===== src/rtl/mdio_pkg.sv =====
// Shared types and constants for the Clause-22 MDIO responder.
// Build with MDIO_RESP_PRESUP_EN defined to enable preamble suppression.
package mdio_pkg;

  typedef enum logic [2:0] {
    S_PRE,
    S_ST1,
    S_OP,
    S_PHYAD,
    S_REGAD,
    S_TA,
    S_DATA
  } mdio_state_e;

  localparam logic [1:0] OP_RD = 2'b10;
  localparam logic [1:0] OP_WR = 2'b01;

  localparam logic [4:0] BMCR  = 5'd0;
  localparam logic [4:0] BMSR  = 5'd1;
  localparam logic [4:0] ID1   = 5'd2;
  localparam logic [4:0] ID2   = 5'd3;
  localparam logic [4:0] ANAR  = 5'd4;
  localparam logic [4:0] GBCR  = 5'd9;
  localparam logic [4:0] PHYSR = 5'd17;

  localparam logic [15:0] BMCR_RST  = 16'h1140;
  localparam logic [15:0] ANAR_RST  = 16'h01E1;
  localparam logic [15:0] GBCR_RST  = 16'h0200;
  // BMSR with the link (bit 2) and preamble-suppression (bit 6) bits cleared.
  localparam logic [15:0] BMSR_BASE = 16'h7909;

endpackage


===== src/rtl/mdio_sync_edge.sv =====
// Two-flop synchronizers for MDC/MDIO and a registered MDC rising-edge strobe.
// mdio_bit_o is delayed to line up with rise_o.
module mdio_sync_edge
  import mdio_pkg::*;
(
  input  logic clk_i,
  input  logic rst_i,
  input  logic mdc_i,
  input  logic mdio_i,
  output logic rise_o,
  output logic mdio_bit_o
);

  logic [1:0] mdc_sync_q;
  logic [1:0] mdio_sync_q;
  logic       mdc_prev_q;
  logic       rise_q;
  logic       mdio_bit_q;

  always_ff @(posedge clk_i) begin
    if (rst_i) begin
      mdc_sync_q  <= 2'b00;
      mdio_sync_q <= 2'b11;
      mdc_prev_q  <= 1'b0;
      rise_q      <= 1'b0;
      mdio_bit_q  <= 1'b1;
    end else begin
      mdc_sync_q  <= {mdc_sync_q[0], mdc_i};
      mdio_sync_q <= {mdio_sync_q[0], mdio_i};
      mdc_prev_q  <= mdc_sync_q[1];
      rise_q      <= mdc_sync_q[1] & ~mdc_prev_q;
      mdio_bit_q  <= mdio_sync_q[1];
    end
  end

  assign rise_o     = rise_q;
  assign mdio_bit_o = mdio_bit_q;

endmodule


===== src/rtl/mdio_resp.sv =====
// Clause-22 MDIO responder (PHY side) with a small RTL8211E-like register file.
// Optional: MDIO_RESP_PRESUP_EN enables preamble suppression and sets BMSR[6].
module mdio_resp
  import mdio_pkg::*;
#(
  parameter logic [4:0]  PHY_ADDR = 5'd1,
  parameter int          PRE_LEN  = 32,
  parameter logic [15:0] PHY_ID1  = 16'h001C,
  parameter logic [15:0] PHY_ID2  = 16'hC915,
  parameter int          SRST_CYC = 16
) (
  input  logic        clk_i,
  input  logic        rst_i,
  input  logic        mdc_i,
  input  logic        mdio_i,
  output logic        mdio_o,
  output logic        mdio_oe,
  input  logic        link_i,
  input  logic [1:0]  speed_i,
  input  logic        duplex_i,
  output logic        wr_stb_o,
  output logic [4:0]  wr_reg_o,
  output logic [15:0] wr_dat_o,
  output logic        frame_err_o,
  output logic [2:0]  dbg_state_o
);

  localparam logic [5:0]  PRE_MAX = 6'(PRE_LEN);
  localparam logic [15:0] SRST_LD = 16'(SRST_CYC - 1);

  logic rise, mdio_bit;

  mdio_sync_edge u_sync (
    .clk_i      (clk_i),
    .rst_i      (rst_i),
    .mdc_i      (mdc_i),
    .mdio_i     (mdio_i),
    .rise_o     (rise),
    .mdio_bit_o (mdio_bit)
  );

  mdio_state_e state_q, state_d;
  logic [5:0]  pre_cnt_q, pre_cnt_d;
  logic [4:0]  bit_cnt_q, bit_cnt_d;
  logic [1:0]  op_q, op_d;
  logic [4:0]  phyad_q, phyad_d;
  logic [4:0]  regad_q, regad_d;
  logic [15:0] shift_q, shift_d;
  logic        match_q, match_d;
  logic        mdio_q, mdio_d;
  logic        oe_q, oe_d;
  logic        wr_stb_q, wr_stb_d;
  logic [4:0]  wr_reg_q, wr_reg_d;
  logic [15:0] wr_dat_q, wr_dat_d;
  logic        err_q, err_d;
  logic [15:0] reg0_q, reg4_q, reg9_q, srst_cnt_q;
  logic [15:0] rd_data, wdat;
  logic [1:0]  op_now;
  logic        commit, done, presup_ok, presup_bit;

  assign op_now = {op_q[0], mdio_bit};
  assign wdat   = {shift_q[14:0], mdio_bit};

`ifdef MDIO_RESP_PRESUP_EN
  logic presup_q;
  // Armed by any completed frame; consumed by the next ST or lost on an error.
  always_ff @(posedge clk_i) begin
    if (rst_i) presup_q <= 1'b0;
    else if (done) presup_q <= 1'b1;
    else if (err_d || (state_q == S_PRE && state_d == S_ST1)) presup_q <= 1'b0;
  end
  assign presup_ok  = presup_q;
  assign presup_bit = 1'b1;
`else
  assign presup_ok  = 1'b0;
  assign presup_bit = 1'b0;
`endif

  always_comb begin
    rd_data = 16'h0000;
    case (regad_q)
      BMCR:  rd_data = reg0_q;
      BMSR:  begin
        rd_data    = BMSR_BASE;
        rd_data[2] = link_i;
        rd_data[6] = presup_bit;
      end
      ID1:   rd_data = PHY_ID1;
      ID2:   rd_data = PHY_ID2;
      ANAR:  rd_data = reg4_q;
      GBCR:  rd_data = reg9_q;
      PHYSR: rd_data = {speed_i, duplex_i, 2'b00, link_i, 10'b0};
      default: ;
    endcase
  end

  always_comb begin
    state_d   = state_q;
    pre_cnt_d = pre_cnt_q;
    bit_cnt_d = bit_cnt_q;
    op_d      = op_q;
    phyad_d   = phyad_q;
    regad_d   = regad_q;
    shift_d   = shift_q;
    match_d   = match_q;
    mdio_d    = mdio_q;
    oe_d      = oe_q;
    wr_stb_d  = 1'b0;
    wr_reg_d  = wr_reg_q;
    wr_dat_d  = wr_dat_q;
    err_d     = 1'b0;
    commit    = 1'b0;
    done      = 1'b0;
    if (rise) begin
      case (state_q)
        S_PRE: begin
          if (mdio_bit) begin
            if (pre_cnt_q < PRE_MAX) pre_cnt_d = pre_cnt_q + 6'd1;
          end else if (pre_cnt_q >= PRE_MAX || presup_ok) begin
            state_d   = S_ST1;
            pre_cnt_d = 6'd0;
          end else begin
            pre_cnt_d = 6'd0;
          end
        end
        S_ST1: begin
          bit_cnt_d = 5'd0;
          if (mdio_bit) state_d = S_OP;
          else begin
            err_d   = 1'b1;
            state_d = S_PRE;
          end
        end
        S_OP: begin
          if (bit_cnt_q == 5'd0) begin
            op_d      = {1'b0, mdio_bit};
            bit_cnt_d = 5'd1;
          end else begin
            op_d      = op_now;
            bit_cnt_d = 5'd0;
            if (op_now == OP_RD || op_now == OP_WR) state_d = S_PHYAD;
            else begin
              err_d   = 1'b1;
              state_d = S_PRE;
            end
          end
        end
        S_PHYAD: begin
          phyad_d   = {phyad_q[3:0], mdio_bit};
          bit_cnt_d = bit_cnt_q + 5'd1;
          if (bit_cnt_q == 5'd4) begin
            match_d   = ({phyad_q[3:0], mdio_bit} == PHY_ADDR);
            bit_cnt_d = 5'd0;
            state_d   = S_REGAD;
          end
        end
        S_REGAD: begin
          regad_d   = {regad_q[3:0], mdio_bit};
          bit_cnt_d = bit_cnt_q + 5'd1;
          if (bit_cnt_q == 5'd4) begin
            bit_cnt_d = 5'd0;
            state_d   = S_TA;
          end
        end
        S_TA: begin
          if (bit_cnt_q == 5'd0) begin
            shift_d   = {15'd0, mdio_bit};
            bit_cnt_d = 5'd1;
          end else begin
            bit_cnt_d = 5'd0;
            if (op_q == OP_RD) begin
              // Snapshot the register here so the whole frame sees one value.
              shift_d = rd_data;
              state_d = S_DATA;
              if (match_q) begin
                oe_d   = 1'b1;
                mdio_d = 1'b0;
              end
            end else if ({shift_q[0], mdio_bit} == 2'b10) begin
              shift_d = 16'd0;
              state_d = S_DATA;
            end else begin
              err_d   = 1'b1;
              state_d = S_PRE;
            end
          end
        end
        S_DATA: begin
          if (op_q == OP_RD) begin
            if (bit_cnt_q == 5'd16) begin
              oe_d      = 1'b0;
              mdio_d    = 1'b1;
              done      = 1'b1;
              pre_cnt_d = 6'd0;
              state_d   = S_PRE;
            end else begin
              if (match_q) mdio_d = shift_q[15];
              shift_d   = {shift_q[14:0], 1'b0};
              bit_cnt_d = bit_cnt_q + 5'd1;
            end
          end else begin
            shift_d   = wdat;
            bit_cnt_d = bit_cnt_q + 5'd1;
            if (bit_cnt_q == 5'd15) begin
              if (match_q) begin
                commit   = 1'b1;
                wr_stb_d = 1'b1;
                wr_reg_d = regad_q;
                wr_dat_d = wdat;
              end
              done      = 1'b1;
              pre_cnt_d = 6'd0;
              state_d   = S_PRE;
            end
          end
        end
        default: state_d = S_PRE;
      endcase
    end
  end

  always_ff @(posedge clk_i) begin
    if (rst_i) begin
      state_q   <= S_PRE;
      pre_cnt_q <= 6'd0;
      bit_cnt_q <= 5'd0;
      op_q      <= 2'b00;
      phyad_q   <= 5'd0;
      regad_q   <= 5'd0;
      shift_q   <= 16'd0;
      match_q   <= 1'b0;
      mdio_q    <= 1'b1;
      oe_q      <= 1'b0;
      wr_stb_q  <= 1'b0;
      wr_reg_q  <= 5'd0;
      wr_dat_q  <= 16'd0;
      err_q     <= 1'b0;
    end else begin
      state_q   <= state_d;
      pre_cnt_q <= pre_cnt_d;
      bit_cnt_q <= bit_cnt_d;
      op_q      <= op_d;
      phyad_q   <= phyad_d;
      regad_q   <= regad_d;
      shift_q   <= shift_d;
      match_q   <= match_d;
      mdio_q    <= mdio_d;
      oe_q      <= oe_d;
      wr_stb_q  <= wr_stb_d;
      wr_reg_q  <= wr_reg_d;
      wr_dat_q  <= wr_dat_d;
      err_q     <= err_d;
    end
  end

  // Soft reset: BMCR[15] holds for SRST_CYC cycles, then the writable set reloads.
  always_ff @(posedge clk_i) begin
    if (rst_i) begin
      reg0_q     <= BMCR_RST;
      reg4_q     <= ANAR_RST;
      reg9_q     <= GBCR_RST;
      srst_cnt_q <= 16'd0;
    end else begin
      if (reg0_q[15]) begin
        if (srst_cnt_q == 16'd0) begin
          reg0_q <= BMCR_RST;
          reg4_q <= ANAR_RST;
          reg9_q <= GBCR_RST;
        end else begin
          srst_cnt_q <= srst_cnt_q - 16'd1;
        end
      end
      if (commit) begin
        case (regad_q)
          BMCR: begin
            reg0_q <= wdat;
            if (wdat[15]) srst_cnt_q <= SRST_LD;
          end
          ANAR:    reg4_q <= wdat;
          GBCR:    reg9_q <= wdat;
          default: ;
        endcase
      end
    end
  end

  assign mdio_o      = mdio_q;
  assign mdio_oe     = oe_q;
  assign wr_stb_o    = wr_stb_q;
  assign wr_reg_o    = wr_reg_q;
  assign wr_dat_o    = wr_dat_q;
  assign frame_err_o = err_q;
  assign dbg_state_o = state_q;

endmodule


===== config.mk =====
export PLATFORM = sky130hd
export DESIGN_NAME = mdio_resp
export DESIGN_NICKNAME = d
export VERILOG_FILES = /design/src/rtl/mdio_pkg.sv /design/src/rtl/mdio_sync_edge.sv /design/src/rtl/mdio_resp.sv
export SDC_FILE = /design/constraint.sdc
export NUM_CORES = 1
export LEC_CHECK = 0
export ABC_AREA = 1
export ABC_CLOCK_PERIOD_IN_PS = 2820
export CAP_MARGIN = 25
export CELL_PAD_IN_SITES_DETAIL_PLACEMENT = 0
export CELL_PAD_IN_SITES_GLOBAL_PLACEMENT = 1
export CORE_AREA = 4 4 158 160
export DETAILED_ROUTE_END_ITERATION = 16
export DIE_AREA = 0 0 162 164
export PLACE_DENSITY = 0.64
export SLEW_MARGIN = 20
export SYNTH_ARGS = -nofsm -noshare
export SYNTH_HDL_FRONTEND = slang
export SYNTH_SLANG_ARGS = --single-unit
export TNS_END_PERCENT = 1

===== constraint.sdc =====
create_clock -name clk_i -period 2.82 [get_ports clk_i]
set_clock_uncertainty 0.15 [all_clocks]
set_input_delay 0.282 -clock clk_i [delete_from_list [all_inputs] [get_ports clk_i]]
set_output_delay 0.282 -clock clk_i [all_outputs]
set_load 0.05 [all_outputs]

==> summary by stage <==
Timing
The count of pins over their slew limit was 0. At the pin with the least slew margin, the transition time is 0.837 ns. The hold violation total from the final report is 0. Setup repair after global routing left no endpoint under its margin. Counting I/O delays and the setup requirement, the final critical path takes 2.51 ns. The slack of the critical path is 0.310 ns. Timing would allow up to 398 MHz.

The worst pin sits at a relative slew slack of 44.2%. The final total negative setup slack is 0 ns. The number of failing setup endpoints in the final timing report is 0. The ratio of final minimum period to clock period is 89.0%.

Clock network
The post-CTS resize count is 0. In this run, post-CTS hold repair placed 0 buffers. The TritonCTS buffer count is 17. TritonCTS built the clock tree. The maximum level of the CTS H-tree is 4. After clock tree synthesis, the clock-pin slew on the worst setup and hold paths is 0.06 ns.

The number of buffers inserted by post-CTS setup repair is 0. The number of clock sinks is 138. The clock insertion delay at the later pin of the skew report is 0.43 ns. The number of buffers on the longest clock path is 2. In this run the clock root is driven by a clkbuf_16.

Power
The power density normalized to cell area is 509 nW/µm². The analysis attributes to cell leakage a power of 3.34 nW. The highest ir drop seen on vdd is 0.410 mV.

Yosys
The cell count after synthesis is 1024. Ranked by total cell area, the synthesized netlist is headed by dfxtp_1, nand2_1, nor2_1. The netlist area before placement is 7000 µm².

In this run the biggest area consumer among cell types represents 39.4% of the synthesized area. Synthesis produced a netlist with a net count of 1039. Summed over all instances, the cell type with the most area after synthesis is dfxtp_1.

The number of synthesis warnings is 0. The number of library cell types mapped by synthesis is 36. The synthesized design contains 138 register bits.

The synthesized area divided by synthesized cell count is 6.84 µm². Sequential elements use 39.4% of the synthesized area.

Floorplanning
The total area inside the core boundary comes to 23400 µm². The number of standard-cell rows in the floorplan is 56. The vertical extent of the die is 164 µm.

The boundary pin count is 36. The initial core utilization is 29.9%. In this run the horizontal extent of the chip is 162 µm. The die covers 26600 µm².

Worst setup path
Data arrives at the worst endpoint at 2.65 ns. The worst setup path is launched from a register. The register-to-register setup slack is 0.31 ns. The class of the most critical setup path is reg2reg. At the worst endpoint, the required time is 2.96 ns. Of all nets on the critical path, the largest fanout is 15.

In this run the critical register-to-register path is captured at reg0_q[2]. The type of element capturing the critical path is a register. The worst register-to-register path begins at bit_cnt_q[1]. The worst reg2reg path depth is 13.

Route
After detailed routing, the number of remaining DRC violations is 0. The length of the first detailed-routing pass in iterations is 7. The detail route stage leaves a number of antenna-violating nets equal to 0. The average routed wire per standard cell is 14.9 µm. Using the TritonRoute via totals, the vias-per-cell ratio works out to 4.75. The final wirelength is 20500 µm.

After the first detailed-routing iteration, the DRC count stood at 425. For this block, the via count after detailed routing is 6540.

Placement
In this run the tool buffered the top-level ports with 35 buffer cells. The worst setup timing slack at the placement stage is 0.276 ns. The weighted congestion reported at the end of routability-driven placement is 0.800.

The post-detailed-placement half-perimeter wirelength is 14200 µm.

Worst hold path
For hold timing, the worst endpoint is u_sync.mdc_sync_q[0]. The worst hold path startpoint is mdc_i. The worst hold path passes through 3 cells. The min-delay analysis places its worst path in the category in2reg.

Flow run
The tool flagged a number of max-cap violations equal to 0.

Layout
Compared with the post-synthesis result, the final layout area differs by 17.5%. The number of nets in the layout is 1062. The leading cell type in the layout, fill and taps excluded is nand2_1. The library cells used most frequently in the layout, excluding fill and tap cells, are nand2_1, dfxtp_1, nor2_1, nand3_1, o21ai_0. The share of layout cells above drive strength 1 is 10.3%. The layout has 2607 filler cells. The antenna diode count is 0.

GRT
The initial antenna violation count is 0. The aggregate global-route resource usage is 15.8%. The via count of the first global-routing pass is 6169. The pin count of the biggest net entering global routing is 68. Global routing finished with a remaining overflow of 0. The first global-routing pass estimated 33600 µm of wire.

Status
The flow ran to the end, and the final reports show no timing, DRC or antenna violations.
[registers in the layout, summed over array words and instances (netlist names), 6 cells and up]
signal      cells
reg0_q         16
shift_q        16
reg4_q         16
wr_dat_o       16
reg9_q         16
pre_cnt_q       6
srst_cnt_q     16
[per-layer routing]
layer / GRT usage [%] / wire length [µm]
met5: 0 / 0
met4: 3.73 / 196
met3: 3.04 / 626
met2: 23.8 / 8800
met1: 23.2 / 10900
[critical path, stage by stage (launching register included)]
cell and delay, ns:
dfxtp_1 0.37, ha_1 0.20, nand2_1 0.06, nor2_1 0.09
ha_1 0.14, inv_1 0.05, nor3_1 0.20, nand2_2 0.27
nor2_2 0.17, buf_4 0.24, buf_4 0.24, nor2_1 0.06
nand2_1 0.07, a21oi_1 0.05
[area by class of cell]
type	count	area, µm²	area share, %
timing repair buffer	60	563	6.84
inverter	97	364	4.42
multi-input combinational	733	3590	43.6
clock inverter	12	100	1.22
tap	319	399	4.85
sequential	138	2760	33.6
clock buffer	19	453	5.50
[cells in the mapped netlist]
cell type  count
nand2_1      216
dfxtp_1      138
nor2_1       127
nand3_1       95
o21ai_0       91
inv_1         87
a21oi_1       82
clkbuf_1      26
nand4_1       25
buf_2         21
o21ai_1       15
nor2_4        13
a21oi_2       10
inv_2          8
ha_1           7
o211ai_1       7
xor2_1         7
nand3b_1       5
nor2_2         5
o21bai_1       5
buf_6          4
nand2_2        4
nor3_1         4
nand3_2        3
or2_2          3
a31oi_1        2
buf_1          2
buf_4          2
clkinv_1       2
nor3_2         2
a21oi_4        1
buf_12         1
nand2_4        1
nand3_4        1
nor4_1         1
o22ai_1        1
[metrics by stage]
stage / instances / instance area [µm²] / total power [W] / util [%] / hold slack (ns)
floorplan: 1024 / 7000 / 0.00205 / - / 0.223
global placement: 1347 / 7680 / 0.00208 / 32.8 / 0.235
detailed placement: 1347 / 7680 / 0.00208 / 32.8 / 0.229
CTS: 1378 / 8230 / 0.00422 / 35.2 / 0.216
global route: 1378 / 8230 / 0.00431 / 35.2 / 0.221
finish: 1378 / 8230 / 0.00419 / 35.2 / 0.219
[report_power, final]
group          switching [W]  internal (W)
registers         0.00000337       0.00195
clock network       0.000904       0.00125
logic              0.0000507     0.0000265
[worst max path at each step]
stage,from,end,slack (ns),cells past startpoint
after floorplan,dbg_state_o[2],shift_q[10],0.74,10
after global placement,bit_cnt_q[0],srst_cnt_q[7],0.28,11
after detailed placement,bit_cnt_q[0],srst_cnt_q[7],0.28,11
after CTS,bit_cnt_q[0],srst_cnt_q[6],0.26,11
after global routing,bit_cnt_q[0],reg9_q[9],0.05,12
final,bit_cnt_q[1],reg0_q[2],0.31,13
[cell families after synthesis]
| family | Yosys count | share of synthesized area (%) |
|---|---|---|
| adder cells (fa/ha/maj) | 7 | 1.25 |
| XOR/XNOR | 7 | 0.875 |
| buffers and inverters | 153 | 9.34 |
| AO/OA/AOI/OAI | 214 | 16.5 |
| AND/OR/NAND/NOR | 505 | 32.6 |
| flip-flops | 138 | 39.4 |
No activity file was read; power rests on OpenSTA's default activity.
